--- src/rtl/aes256_round_key_scheduler_if.sv ---
// aes256_round_key_scheduler_if
// Bundles every non-clock, non-reset signal of the AES-256 round-key scheduler.
//   key_req/key_in/key_ack         : key-load handshake with the requester
//   exp_start/exp_key              : run request and key towards the expansion engine
//   exp_subkey/exp_rdy             : round keys streamed back by the engine
//   rk_rd_en/rk_rd_idx/decrypt     : indexed round-key read from the round core
//   rk_data/rk_valid               : registered read response
//   keys_ready/busy/err            : status
// The slave modport is the scheduler's view; master is the surrounding system.
interface aes256_round_key_scheduler_if;
    logic         key_req;
    logic [255:0] key_in;
    logic         key_ack;
    logic         exp_start;
    logic [255:0] exp_key;
    logic [127:0] exp_subkey;
    logic         exp_rdy;
    logic         rk_rd_en;
    logic [3:0]   rk_rd_idx;
    logic         decrypt;
    logic [127:0] rk_data;
    logic         rk_valid;
    logic         keys_ready;
    logic         busy;
    logic         err;

    modport slave (
        input  key_req, key_in, exp_subkey, exp_rdy, rk_rd_en, rk_rd_idx, decrypt,
        output key_ack, exp_start, exp_key, rk_data, rk_valid, keys_ready, busy, err
    );

    modport master (
        output key_req, key_in, exp_subkey, exp_rdy, rk_rd_en, rk_rd_idx, decrypt,
        input  key_ack, exp_start, exp_key, rk_data, rk_valid, keys_ready, busy, err
    );
endinterface

--- src/rtl/aes256_round_key_scheduler.sv ---
// aes256_round_key_scheduler
// Accepts a 256-bit cipher key, drives the key expansion engine through one
// full run, captures the NR+1 round keys into a local store and serves
// one-cycle-latency indexed reads in encrypt or decrypt order.
// Ports:
//   clk   : system clock, rising edge
//   reset : asynchronous active-high reset, clears all state
//   bus   : aes256_round_key_scheduler_if.slave (key load, engine, reads, status)
module aes256_round_key_scheduler #(
    parameter int NR      = 14,
    parameter int TIMEOUT = 64
) (
    input  logic                          clk,
    input  logic                          reset,
    aes256_round_key_scheduler_if.slave   bus
);

    localparam int IDLE_W = $clog2(TIMEOUT + 1);

    typedef enum logic [1:0] {
        IDLE,
        LOAD,
        EXPAND,
        READY
    } state_t;

    state_t              state_q;
    state_t              state_d;
    logic [3:0]          count;
    logic [IDLE_W-1:0]   idle_cnt;
    logic [127:0]        store [0:NR];

    logic                accept;
    logic                capture;
    logic                timeout;
    logic                rd_legal;
    logic [3:0]          phys_idx;

    logic                key_ack_q;
    logic [255:0]        exp_key_q;
    logic [127:0]        rk_data_q;
    logic                rk_valid_q;
    logic                err_q;

    // State register.
    always_ff @(posedge clk or posedge reset) begin
        if (reset) begin
            state_q <= IDLE;
        end else begin
            state_q <= state_d;
        end
    end

    // Next-state logic. A new key is only taken in IDLE or READY; while the
    // engine runs, key_req is simply left pending. Capturing stops as soon as
    // the NR+1th key lands, so stray exp_rdy pulses never overrun the store.
    always_comb begin
        state_d = state_q;
        accept  = 1'b0;
        capture = 1'b0;
        timeout = 1'b0;
        case (state_q)
            IDLE, READY: begin
                if (bus.key_req) begin
                    accept  = 1'b1;
                    state_d = LOAD;
                end
            end
            LOAD: begin
                state_d = EXPAND;
            end
            EXPAND: begin
                if (bus.exp_rdy) begin
                    if (count <= 4'(NR)) begin
                        capture = 1'b1;
                        if (count == 4'(NR)) begin
                            state_d = READY;
                        end
                    end
                end else if (idle_cnt == IDLE_W'(TIMEOUT - 1)) begin
                    timeout = 1'b1;
                    state_d = IDLE;
                end
            end
            default: begin
                state_d = IDLE;
            end
        endcase
    end

    // Decrypt order walks the schedule backwards, so the physical entry is
    // mirrored around NR. Only legal indices ever reach the store.
    always_comb begin
        rd_legal = bus.rk_rd_en && (state_q == READY) && (bus.rk_rd_idx <= 4'(NR));
        phys_idx = bus.decrypt ? (4'(NR) - bus.rk_rd_idx) : bus.rk_rd_idx;
    end

    // Key register, capture bookkeeping, key store and read port. A read in
    // READY that coincides with a key acceptance still sees the old store,
    // because the store is only rewritten once EXPAND begins.
    always_ff @(posedge clk or posedge reset) begin
        if (reset) begin
            key_ack_q  <= 1'b0;
            exp_key_q  <= '0;
            count      <= '0;
            idle_cnt   <= '0;
            rk_data_q  <= '0;
            rk_valid_q <= 1'b0;
            err_q      <= 1'b0;
            for (int i = 0; i <= NR; i++) begin
                store[i] <= '0;
            end
        end else begin
            key_ack_q <= accept;
            if (accept) begin
                exp_key_q <= bus.key_in;
                count     <= '0;
                idle_cnt  <= '0;
            end
            if (state_q == EXPAND) begin
                if (bus.exp_rdy) begin
                    idle_cnt <= '0;
                end else begin
                    idle_cnt <= idle_cnt + 1'b1;
                end
            end
            if (capture) begin
                store[count] <= bus.exp_subkey;
                count        <= count + 4'd1;
            end
            rk_valid_q <= rd_legal;
            if (rd_legal) begin
                rk_data_q <= store[phys_idx];
            end
            err_q <= (bus.rk_rd_en && !rd_legal) || timeout;
        end
    end

    assign bus.key_ack    = key_ack_q;
    assign bus.exp_key    = exp_key_q;
    assign bus.rk_data    = rk_data_q;
    assign bus.rk_valid   = rk_valid_q;
    assign bus.err        = err_q;
    assign bus.exp_start  = (state_q == EXPAND);
    assign bus.busy       = (state_q == LOAD) || (state_q == EXPAND);
    assign bus.keys_ready = (state_q == READY);

endmodule

--- src/flat_wrapper.sv ---
// flat-port wrapper written by rule: the top's interface ports become plain ports
module aes256_round_key_scheduler_flat 
#(
    parameter int NR      = 14,
    parameter int TIMEOUT = 64
)
  (clk, reset, bus_key_req, bus_key_in, bus_exp_subkey, bus_exp_rdy, bus_rk_rd_en, bus_rk_rd_idx, bus_decrypt, bus_key_ack, bus_exp_start, bus_exp_key, bus_rk_data, bus_rk_valid, bus_keys_ready, bus_busy, bus_err);
  aes256_round_key_scheduler_if bus_i ();
  input  logic clk;
  input  logic reset;
  input wire logic [$bits(bus_i.key_req)-1:0] bus_key_req;
  input wire logic [$bits(bus_i.key_in)-1:0] bus_key_in;
  input wire logic [$bits(bus_i.exp_subkey)-1:0] bus_exp_subkey;
  input wire logic [$bits(bus_i.exp_rdy)-1:0] bus_exp_rdy;
  input wire logic [$bits(bus_i.rk_rd_en)-1:0] bus_rk_rd_en;
  input wire logic [$bits(bus_i.rk_rd_idx)-1:0] bus_rk_rd_idx;
  input wire logic [$bits(bus_i.decrypt)-1:0] bus_decrypt;
  output wire logic [$bits(bus_i.key_ack)-1:0] bus_key_ack;
  output wire logic [$bits(bus_i.exp_start)-1:0] bus_exp_start;
  output wire logic [$bits(bus_i.exp_key)-1:0] bus_exp_key;
  output wire logic [$bits(bus_i.rk_data)-1:0] bus_rk_data;
  output wire logic [$bits(bus_i.rk_valid)-1:0] bus_rk_valid;
  output wire logic [$bits(bus_i.keys_ready)-1:0] bus_keys_ready;
  output wire logic [$bits(bus_i.busy)-1:0] bus_busy;
  output wire logic [$bits(bus_i.err)-1:0] bus_err;
  assign bus_i.key_req = bus_key_req;
  assign bus_i.key_in = bus_key_in;
  assign bus_i.exp_subkey = bus_exp_subkey;
  assign bus_i.exp_rdy = bus_exp_rdy;
  assign bus_i.rk_rd_en = bus_rk_rd_en;
  assign bus_i.rk_rd_idx = bus_rk_rd_idx;
  assign bus_i.decrypt = bus_decrypt;
  assign bus_key_ack = bus_i.key_ack;
  assign bus_exp_start = bus_i.exp_start;
  assign bus_exp_key = bus_i.exp_key;
  assign bus_rk_data = bus_i.rk_data;
  assign bus_rk_valid = bus_i.rk_valid;
  assign bus_keys_ready = bus_i.keys_ready;
  assign bus_busy = bus_i.busy;
  assign bus_err = bus_i.err;
  aes256_round_key_scheduler #(.NR(NR), .TIMEOUT(TIMEOUT)) u_core (.clk(clk), .reset(reset), .bus(bus_i));
endmodule
--- config.mk ---
export PLATFORM = sky130hd
export DESIGN_NAME = aes256_round_key_scheduler_flat
export DESIGN_NICKNAME = d
export VERILOG_FILES = /design/src/rtl/aes256_round_key_scheduler_if.sv /design/src/rtl/aes256_round_key_scheduler.sv /design/src/flat_wrapper.sv
export SDC_FILE = /design/constraint.sdc
export NUM_CORES = 2
export LEC_CHECK = 0
export CAP_MARGIN = 25
export CORE_ASPECT_RATIO = 0.6
export CORE_MARGIN = 5
export CORE_UTILIZATION = 30
export DETAILED_ROUTE_END_ITERATION = 10
export DONT_BUFFER_PORTS = 1
export HOLD_SLACK_MARGIN = 0.12
export MAX_ROUTING_LAYER = met4
export PLACE_DENSITY = 0.41
export REMOVE_ABC_BUFFERS = 1
export SYNTH_ARGS = -nofsm -noshare
export SYNTH_HDL_FRONTEND = slang
export SYNTH_SLANG_ARGS = --single-unit
--- constraint.sdc ---
create_clock -name clk -period 133.6 [get_ports clk]
set_clock_uncertainty 0.05 [all_clocks]
set_input_delay 20.04 -clock clk [delete_from_list [all_inputs] [get_ports clk]]
set_output_delay 20.04 -clock clk [all_outputs]
set_load 0.01 [all_outputs]
==> run_results.csv <==
group,metric,value,unit
timing,setup_viol,0,
clock_network,ctsHtreeMaxLevel,4,
flow_run,cap_violations,0,
placed_design,place_congestion,0.786,
final_layout,final_cells,10800,
routing,drt_wl_total,321,mm
clock_network,cts_resized,0,
pwr,power_density,19.0,nW/um^2
die,fp.dieW,756,microns
run_status,status,"finished clean",
grt,grt_pass1_wl,468,mm
final_layout,nets,6542,
timing,maxSlewViolCount,0,
worst_setup_path,cp_cell_sequence,"ha_1 > nor2b_4 > xnor2_4 > buf_4 > buf_4 > buf_4 > buf_4 > mux4_2 > mux2i_1 > a31oi_1",
die,die_h,457,microns
grt,grt_pass1_vias,59700,
final_layout,areaGrowthSynthToFinish,12.5,%
routing,vias,56200,
routing,ant_nets,0,
timing,rsz0062_at_grt,"false",
logic_synthesis,synth-edff-count,0,
hold_path,hold_path_depth,1,
placed_design,io_buffers,0,
worst_setup_path,endpoint_kind,"flip-flop",
final_layout,n_fill_cell,31900,
clock_network,post_cts_buffers,0,
worst_setup_path,cpLargestDelayFamily,"buffers and inverters",
timing,setup_tns,0,ns
logic_synthesis,synth_area_per_cell,15.7,sq um
timing,worst_slack,109.38,ns
worst_setup_path,critPathMaxFanout,132,
pwr,cellLeakagePower,0.0509,uW
die,row_count,164,
final_layout,multi_input_area,39300,sq um
clock_network,clk_latency,0.89,ns
worst_setup_path,worst_ep_required_time,134.26,ns
worst_setup_path,crit_slowest_cell,"buf_4",
die,die_area,346000,sq um
timing,tightest_slew,1.15,ns
pwr,vdd_drop_max,12.9,uV
timing,layout_min_cycle_time,24.22,ns
placed_design,dpl.hpwl,179,mm
routing,detail_route.wl_per_cell,29.6,microns
worst_setup_path,critPathLaunchType,"input port",
logic_synthesis,synth_cell_types,47,
logic_synthesis,syn_area,100000,sq um
timing,slew-limit-headroom,23.4,%
logic_synthesis,synth_ff_type,"dfrtp_1",
hold_path,min_path_type,"flip-flop to flip-flop",
grt,globalRouteOverflowTotal,0,
worst_setup_path,crit_cells,10,
worst_setup_path,worst-r2r-cell-count,8,
logic_synthesis,async_flop_share,100,%
routing,post-route-drc-count,0,
clock_network,clockRootBuffer,"clkbuf_16",
logic_synthesis,synth-seq-area-share,58.0,%
worst_setup_path,path_buf_inv,4,
clock_network,clock_sinks,2320,
placed_design,dp_slack,108.36,ns
die,core_area,333000,sq um
routing,dr.pass1.iters,8,
logic_synthesis,yosysWarnings,0,
routing,drtIter0Drc,3849,
logic_synthesis,synth-seq-cells,2320,
clock_network,clkTransAtPathRegs,0.07,ns
worst_setup_path,crit_top_cell,"buf_4",
final_layout,drive_gt1_share,49.1,%
pwr,power,2140,uW
placed_design,dp.cells,10400,
clock_network,cts_hold_buf,0,
timing,min_period_over_period,18.1,%
timing,hold_viol_final,0,
routing,avgViaCountPerCell,5.19,
worst_setup_path,max_stage_delay,0.82,ns
grt,antenna_found_initial,15,
clock_network,cts_tree,"yes",
logic_synthesis,synthesis.instances,6357,
die,start_util,30.1,%
final_layout,regArea,58100,sq um
die,ioPinCount,784,
timing,max_freq,0.0413,GHz
grt,grt_start_max_net_pins,162,
worst_setup_path,critPathArrivalTime,24.88,ns
worst_setup_path,critPathKind,"input port to flip-flop",
grt,grt.total_usage,18.9,%
clock_network,clk_path_buf_depth,4,
clock_network,cts_buffers,247,
flip-flops by register name, indices dropped and copies added (netlist names), 2 cells and up:
register            cells
u_core.bus.exp_key    256
u_core.bus.rk_data    128
u_core.count            4
u_core.idle_cnt         7
u_core.state_q          2
u_core.store         1920
cell usage after synthesis (75+ instances only):
cell type     n  area, sq um
nand2_1     141          529
a222oi_1    126         1260
mux4_2      383         8630
mux2_2     2177        24500
o22ai_1     126          788
buf_4        75          563
a31oi_1     127          795
buf_2       230         1150
mux2i_1     134         1340
o21ai_0      97          485
dfrtp_1    2320        58100
clkbuf_1    262          983
cell families (layout without fill, tap and decap cells):
kind of cell	Yosys count	after routing	share of synthesized area, %
compound gates	536	536	3.67
xor+xnor	2	2	0.0363
fa+ha+maj	10	10	0.125
buf+inv	606	583	2.91
flops	2320	2320	58.0
mux	2695	2695	34.5
other cells	0	8	0
simple gates	188	188	0.804
final timing paths:
kind                               startpoint                       to  slack (ns)
max                          bus_rk_rd_idx[0]   u_core.bus.rk_data[69]      109.38
min                        u_core.idle_cnt[5]       u_core.idle_cnt[5]        0.43
min reg2reg                u_core.idle_cnt[5]       u_core.idle_cnt[5]        0.43
min in group asynchronous               reset  u_core.bus.exp_key[195]       18.99
max in group asynchronous               reset        u_core.store[759]      110.11
max reg2reg                 u_core.state_q[0]       u_core.store[1050]      128.37
stage by stage:
stage          util (%)  cell area, sq um  hold WS (ns)
6_report           33.8            113000         0.428
3_5_place_dp       31.3            104000         0.413
5_1_grt            33.8            113000         0.448
2_1_floorplan         -             97200         0.395
3_3_place_gp       31.3            104000         0.416
4_1_cts            33.8            112000         0.429
area by class of cell:
type	instances	area share, %
inverters	8	0.0400
clock inverters	68	0.720
flip-flops and latches	2320	51.6
multi-input cells	3431	34.9
well taps	4482	4.98
clock buffers	377	6.62
repair buffers	130	1.12
diodes	8	0.0178
cells in the final DEF (no fill, tap or decap), types with 2 or more instances in the layout:
| cell type | count |
|---|---|
| a22o_1 | 3 |
| clkbuf_1 | 55 |
| nand4_1 | 3 |
| nor2_1 | 8 |
| nand2_1 | 141 |
| clkbuf_16 | 250 |
| o31ai_1 | 4 |
| buf_12 | 16 |
| nor2_4 | 4 |
| mux2i_1 | 133 |
| nor2b_4 | 3 |
| clkinv_4 | 2 |
| buf_16 | 4 |
| mux4_2 | 383 |
| a21oi_1 | 6 |
| clkinvlp_4 | 6 |
| clkinv_2 | 40 |
| o21ai_1 | 40 |
| o21ai_0 | 97 |
| bufinv_16 | 16 |
| nor2b_1 | 4 |
| clkbuf_8 | 72 |
| inv_6 | 2 |
| mux2_2 | 2177 |
| dfrtp_1 | 2320 |
| inv_8 | 2 |
| nor3_2 | 3 |
| ha_1 | 10 |
| a222oi_1 | 126 |
| buf_4 | 110 |
| o22ai_1 | 126 |
| inv_1 | 6 |
| nand3_4 | 6 |
| diode_2 | 8 |
| a31oi_1 | 127 |
| nand3_1 | 5 |
worst register-to-register path, stage by stage, from the launching register on:
cell     delay, ns
dfrtp_1       0.40
inv_1         0.09
ha_1          0.43
nand3_1       0.40
nor2b_4       0.84
buf_4         0.86
buf_4         0.70
buf_4         0.87
mux2_2        0.45
metal layers:
layer | vias up | part of all wire, % | GRT usage, %
met5 | - | 0 | -
met4 | 0 | 1.4 | 2.81
met3 | 337 | 5.3 | 3.76
met2 | 953 | 44 | 27.5
met1 | 31500 | 49 | 27.6
li1 | 23400 | - | -
where the power goes:
part           internal (uW)  switching, uW  total (uW)  leakage (uW)
sequential               888            167        1050        0.0305
clock                    413            298         711       0.00409
combinational            223            147         370        0.0164
Power figures use the tool's default switching activity.
